## src/rtl/seq_alu.sv

```systemverilog
// seq_alu: multi-cycle EX-stage ALU with one-cycle logic/arith ops and a shift-add multiply
//
// Ports:
//   clk         rising-edge clock
//   rst_n       synchronous active-low reset
//   start       request; ALU_ctrl/in0/in1 sampled on the accepting edge
//   ALU_ctrl    000 add, 001 sub, 010 and, 011 or, 100 slt, 101 mul, 110 xor, 111 nor
//   in0, in1    operands A and B
//   busy        multiply in progress; start is ignored while high
//   done        one-cycle pulse when ALU_output/zero have just been updated
//   zero        ALU_output == 0, registered with the result
//   ALU_output  result, held until the next done
//   overflow    present only when SEQ_ALU_OVF_EN is defined
//
// Optional feature macro: SEQ_ALU_OVF_EN adds the overflow output and widens the
// multiply accumulator to 2*inst_SIZE so the full product is visible.
module seq_alu #(
    parameter  int inst_SIZE = 16,
    localparam int CNT_W     = $clog2(inst_SIZE) + 1
) (
    input  logic                 clk,
    input  logic                 rst_n,
    input  logic                 start,
    input  logic [2:0]           ALU_ctrl,
    input  logic [inst_SIZE-1:0] in0,
    input  logic [inst_SIZE-1:0] in1,
    output logic                 busy,
    output logic                 done,
    output logic                 zero,
    output logic [inst_SIZE-1:0] ALU_output
`ifdef SEQ_ALU_OVF_EN
    ,
    output logic                 overflow
`endif
);

    localparam int W = inst_SIZE;
`ifdef SEQ_ALU_OVF_EN
    localparam int AW = 2 * W;
`else
    localparam int AW = W;
`endif

    typedef enum logic {S_IDLE, S_MUL} state_t;

    state_t           r_state, w_state_nxt;
    logic [AW-1:0]    r_acc, r_mcand, w_acc_nxt;
    logic [W-1:0]     r_mplier, r_out, w_res, w_add, w_sub;
    logic [CNT_W-1:0] r_cnt;
    logic             r_done, r_zero, w_mul_req, w_last, w_busy;

    assign w_mul_req = start && (ALU_ctrl == 3'b101);
    assign w_last    = (r_cnt == CNT_W'(inst_SIZE - 1));
    assign w_acc_nxt = r_acc + (r_mplier[0] ? r_mcand : '0);
    assign w_add     = in0 + in1;
    assign w_sub     = in0 - in1;

    // State register
    always_ff @(posedge clk) begin
        if (!rst_n)
            r_state <= S_IDLE;
        else
            r_state <= w_state_nxt;
    end

    // Next-state logic
    always_comb begin
        w_state_nxt = r_state;
        if (r_state == S_IDLE)
            w_state_nxt = w_mul_req ? S_MUL : S_IDLE;
        else
            w_state_nxt = w_last ? S_IDLE : S_MUL;
    end

    // FSM outputs
    always_comb begin
        w_busy = (r_state == S_MUL);
    end

    // Single-cycle result
    always_comb begin
        w_res = '0;
        case (ALU_ctrl)
            3'b000:  w_res = w_add;
            3'b001:  w_res = w_sub;
            3'b010:  w_res = in0 & in1;
            3'b011:  w_res = in0 | in1;
            3'b100:  w_res = W'($signed(in0) < $signed(in1));
            3'b110:  w_res = in0 ^ in1;
            3'b111:  w_res = ~(in0 | in1);
            default: w_res = '0;
        endcase
    end

`ifdef SEQ_ALU_OVF_EN
    logic r_ovf, w_res_ovf;
    // Signed overflow: operands agree in sign (add) or differ (sub) and the result sign flips
    always_comb begin
        w_res_ovf = 1'b0;
        if (ALU_ctrl == 3'b000)
            w_res_ovf = (in0[W-1] == in1[W-1]) && (w_add[W-1] != in0[W-1]);
        else if (ALU_ctrl == 3'b001)
            w_res_ovf = (in0[W-1] != in1[W-1]) && (w_sub[W-1] != in0[W-1]);
    end
    assign overflow = r_ovf;
`endif

    // Datapath: result register and shift-add multiplier
    always_ff @(posedge clk) begin
        if (!rst_n) begin
            r_acc    <= '0;
            r_mcand  <= '0;
            r_mplier <= '0;
            r_cnt    <= '0;
            r_out    <= '0;
            r_zero   <= 1'b0;
            r_done   <= 1'b0;
`ifdef SEQ_ALU_OVF_EN
            r_ovf    <= 1'b0;
`endif
        end else begin
            r_done <= 1'b0;
            if (r_state == S_IDLE) begin
                if (w_mul_req) begin
                    r_mcand  <= AW'(in0);
                    r_mplier <= in1;
                    r_acc    <= '0;
                    r_cnt    <= '0;
                end else if (start) begin
                    r_out  <= w_res;
                    r_zero <= (w_res == '0);
                    r_done <= 1'b1;
`ifdef SEQ_ALU_OVF_EN
                    r_ovf  <= w_res_ovf;
`endif
                end
            end else begin
                r_acc    <= w_acc_nxt;
                r_mcand  <= r_mcand << 1;
                r_mplier <= r_mplier >> 1;
                r_cnt    <= r_cnt + CNT_W'(1);
                // The last iteration's sum goes straight to the result register
                if (w_last) begin
                    r_out  <= w_acc_nxt[W-1:0];
                    r_zero <= (w_acc_nxt[W-1:0] == '0);
                    r_done <= 1'b1;
`ifdef SEQ_ALU_OVF_EN
                    r_ovf  <= |w_acc_nxt[AW-1:W];
`endif
                end
            end
        end
    end

    assign busy       = w_busy;
    assign done       = r_done;
    assign zero       = r_zero;
    assign ALU_output = r_out;

endmodule

```

## config.mk

```make
export PLATFORM = sky130hd
export DESIGN_NAME = seq_alu
export DESIGN_NICKNAME = d
export VERILOG_FILES = /design/src/rtl/seq_alu.sv
export SDC_FILE = /design/constraint.sdc
export NUM_CORES = 1
export LEC_CHECK = 0
export CAP_MARGIN = 20
export CORE_ASPECT_RATIO = 0.6
export CORE_MARGIN = 1.5
export CORE_UTILIZATION = 60
export CTS_CLUSTER_DIAMETER = 30
export DETAILED_ROUTE_END_ITERATION = 16
export DONT_BUFFER_PORTS = 1
export PLACE_DENSITY_LB_ADDON = 0.12
export SYNTH_ARGS = -nofsm -noshare
export SYNTH_HDL_FRONTEND = slang
export SYNTH_SLANG_ARGS = --single-unit
```

## constraint.sdc

```tcl
create_clock -name clk -period 4 [get_ports clk]
set_input_delay 0.6 -clock clk [delete_from_list [all_inputs] [get_ports clk]]
set_output_delay 0.6 -clock clk [all_outputs]
set_load 0.005 [all_outputs]
```

Yosys cells after proc, flatten, opt, wreduce, memory -nomap -nowiden. Cells that the tools add are included.

Flip-flop bits (word level): 72. Input bits: 38. Logic and storage cells: 63.

Add/sub/neg operators: 4. $lt $le $gt $ge: 1. Equality and inequality tests: 10. Mux-type cells: 25. Bitwise operators: 5. Reductions and logical operators: 8.

Operators by type and width (count): $mux 16 (9); $pmux 16 s7 (1); $add 16x16->16 (2); $logic_not 16->1 (2); $mux 15 (2); $and 16x16->16 (1); $lt 16x16->1 (1); $not 16->16 (1); $or 16x16->16 (1); $sub 16x16->16 (1); $xor 16x16->16 (1); $eq 3x3->1 const B (4); $mux 1 (11); $mux 5 (2); $eq 3x2->1 const B (2); $add 5x1->5 const B (1); $eq 5x4->1 const B (1); $reduce_bool 2->1 (2); $eq 3x1->1 const B (1); $logic_not 3->1 (1); $reduce_and 3->1 (1); $ne 2x1->1 const B (1); $ne 2x2->1 const B (1); $reduce_or 2->1 (1); 2 further kinds (2).

Longest topological paths before layout.
Depth after elaboration: 7. Depth in mapped cells: 12. Gate-level depth less buffers: 12.

Least setup slack after synthesis. No wires, ideal clock.

Kind: input port to flip-flop. Start point: in in0[0]. End point: reg r_zero (netlist: zero). Setup time: 87 ps. Arrival: 3201 ps. Data required time: 3913 ps. Slack: 712 ps. Stages: 12. Buffers on the path: 0. Cells stage by stage: inv_1 ha_1 fa_1 or2_1 a2111o_1 a21oi_1 nor2_1 a311oi_1 o311ai_0 nor4_1 nand4_1 o31ai_1.

Cells in the longest elaborated chain, start to end: 7.

Ends and longest elaborated chain: start, declared (RTL line 25) `input logic [inst_SIZE-1:0] in0,`; branches (longest 2 deep; another with $sub 16x16->16); $pmux 16 s7 (*) (RTL line 83) `case (ALU_ctrl)`; $logic_not 16->1 (*) (RTL line 131) `r_zero <= (w_res == '0);`; $mux 1 (*) (RTL line 129) `end else if (start) begin`; $mux 1 (*) (RTL line 124) `if (w_mul_req) begin`; $mux 1 (*) (RTL line 123) `if (r_state == S_IDLE) begin`; end signal, assigned (RTL line 131); end signal, assigned (RTL line 145) `r_zero <= (w_acc_nxt[W-1:0] == '0);`; end, declared (RTL line 50) `logic r_done, r_zero, w_mul_req, w_last, w_busy;`.

Every way passes the cells marked *. The select of a mux whose other input is x is not followed. A chain may end at the register's enable or synchronous reset.

Worst setup path after layout. Same ends and word-level chain as after synthesis.

==> flow_summary_export.csv <==
group,metric,value,unit
grt,overflow,0,
die,rows,29,
die,core-area,0.0107,sq mm
critical_path,start_kind,"primary input",
clock_tree,cts_post_setup_buffers_inserted,0,
clock_tree,root_buffer,"clkbuf_16",
critical_path,critPathMaxFanout,3,
route,dr_total_vias,6229,
synthesis,yosysUniqueCellTypes,72,
timing,fin_skew,0.00924,ns
job,maxCapViolCount,0,
critical_path,r2r_slack,0.36,ns
grt,antenna_found_initial,0,
timing,fin_crit,3.70,ns
die,fp.dieW,139,um
grt,first_global_vias,5877,
timing,tightest_slew,1.09,ns
clock_tree,cts_max_level,3,
die,start_util,62.2,%
power_and_ir_drop,power.switching,0.000663,W
route,routedWlPerCell,20.2,um
clock_tree,cts_tree,"done",
final_layout,nets,919,
timing,hold_viol_final,0,
die,die_area,0.0117,sq mm
synthesis,synth_seq_cells,72,
timing,report.final.slew_viol_count,0,
place,io_buffers,0,
synthesis,ys_async_sr_fraction,0,%
synthesis,yosys_warnings,0,
status,status,"finished, final reports clean",
power_and_ir_drop,power.leakage,3.22,nW
grt,grt_pass1_wl,30800,um
route,wirelength,19100,um
route,drtPass1Iterations,5,
power_and_ir_drop,power_density,302,mW/mm^2
clock_tree,cts_sinks,72,
synthesis,yosys.area.top_type_share,21.7,%
synthesis,synth_edf_count,0,
die,die_y,84.5,um
timing,relSlewSlack,27.2,%
synthesis,ys_seq_area_share,21.7,%
clock_tree,clk_pin_slew,0.07,ns
critical_path,cp_data_required_time,4.25,ns
clock_tree,cts_hold_buf,0,
critical_path,path_class,"in2reg",
critical_path,critPathCaptureType,"register",
synthesis,yosys.cell_count.top_type,"nand2_1",
place,gp_congestion,0.894,
route,drc,0,
timing,grt_setup_unrepaired,"no",
worst_hold_path,hp-class,"in2reg",
timing,fmax,270,MHz
place,hpwl,13800,um
power_and_ir_drop,p_int,0.00143,W
power_and_ir_drop,irDropWorstVdd,0.257,mV
final_layout,drive_above_1_share,5.82,%
route,drt_iter0_drc,641,
grt,grt_usage,32.9,%
power_and_ir_drop,combPwrFrac,23.2,%
timing,fin_ws,0.302,ns
final_layout,num-fill-cells,925,
power_and_ir_drop,power.share.clock,39.7,%
synthesis,ys_top_cells_by_area,"dfxtp_1 22%, ha_1 14%, nand2_1 6.1%",
place,place_ws,0.0801,ns
synthesis,synth_ff_type,"dfxtp_1",
critical_path,critPathArrivalTime,3.95,ns
synthesis,synth_cells,841,
clock_tree,insertion_delay,0.34,ns
clock_tree,numCtsBuffers,9,
final_layout,syn_to_final_growth,4.79,%
power_and_ir_drop,seq_power_share,37.1,%
route,drt.antenna.violating_nets,0,
timing,fin_crit_sh,92.5,%
final_layout,diodes,0,
timing,setup_viol,0,
synthesis,synth_nets,956,
clock_tree,cts_resized,0,
clock_tree,cts.path.max_buffers,2,
die,pin_count,57,
timing,tns,0,ns
synthesis,syn_area_per_cell,7.89,sq um
synthesis,synth_common_cells,"108 x nand2_1, 74 x ha_1, 72 x dfxtp_1, 50 x inv_1, 50 x o21ai_0",
power_and_ir_drop,switching_share,31.6,%
synthesis,yosysTopAreaCell,"dfxtp_1",
synthesis,netlist_area,0.00664,sq mm
route,routed_via_density,6.58,
power_and_ir_drop,power,0.00210,W
grt,grt_max_degree,82,
-- worst paths after layout --
kind                            startpoint                     end  cells past startpoint
setup / recovery                    in0[0]       zero$_SDFFE_PN0P_                     13
hold reg to reg     r_acc[13]$_SDFFE_PN0P_  r_acc[13]$_SDFFE_PN0P_                      2
hold / removal                       rst_n   r_acc[0]$_SDFFE_PN0P_                      1
setup reg to reg  r_mplier[0]$_SDFFE_PN0P_       zero$_SDFFE_PN0P_                     12
-- cell families after synthesis --
kind of cell,after synthesis,share of synthesized area (%)
AOI/OAI and AO/OA,270,30.2
and+or+nand+nor,256,18.7
buffers and inverters,108,6.28
adders and majority gates,77,14.9
DFF,72,21.7
xor gates and xnor gates,34,4.49
muxes,24,3.73
-- worst max-delay path, stage by stage --
cell and delay [ns]:
inv_1 0.04, ha_1 0.24, fa_1 0.39, mux2i_1 0.23, xnor2_1 0.11, a22oi_1 0.28
nand3_1 0.13, a2111oi_0 0.82, buf_4 0.23, o311ai_0 0.12, nor4_1 0.37, nand4_1 0.14
o31ai_1 0.24
-- layout by cell type, fill, tap and decap left out, types with 12 or more instances in the layout --
master and n:
nand2_1 107, inv_1 50, o21ai_0 49, xnor2_1 22, ha_1 74, o211a_1 35, and2_1 33, mux2i_1 18
nand3_1 14, xor2_1 12, o211ai_1 38, a21boi_0 12, a21oi_1 38, nor2_1 35, dfxtp_1 72
-- metrics by stage --
stage | hold WS, ns | instance area (sq um) | cells | utilization, %
finish | 0.382 | 6950 | 947 | 65.2
global route | 0.377 | 6950 | 947 | 65.2
CTS | 0.381 | 6950 | 947 | 65.2
detailed placement | 0.471 | 6660 | 932 | 62.4
global placement | 0.457 | 6650 | 931 | 62.3
floorplan | 0.448 | 6640 | 841 | -
-- power groups by stage --
stage,clock network [W],registers (W),logic [W]
4_1_cts,0.000836,0.000777,0.000472
3_5_place_dp,0,0.000793,0.000468
2_1_floorplan,0,0.000783,0.000386
5_1_grt,0.000865,0.000781,0.000530
6_report,0.000833,0.000778,0.000486
3_3_place_gp,0,0.000792,0.000459
-- flip-flops by register name, summed over array words and instances (netlist names) --
name and cells:
done 1, r_mplier 16, zero 1, r_mcand 16, ALU_output 16, r_acc 16, busy 1, r_cnt 5
-- cell type report --
cell class                 count  area [sq um]  share of cell area (%)
sequential                    72          1440                    20.7
clock buffer                   9           225                    3.24
timing repair buffer           9          71.3                    1.03
inverter                      51           191                    2.75
tap                          139           174                    2.50
clock inverter                 6          70.1                    1.01
multi-input combinational    661          4780                    68.7
-- routing by layer --
layer | GRT usage [%] | part of all wire (%)
met5 | 0 | 0
met4 | 9.66 | 2.1
met3 | 7.99 | 10
met2 | 48.5 | 40
met1 | 47.5 | 47
Note: power is estimated with default switching activity, not from simulation.
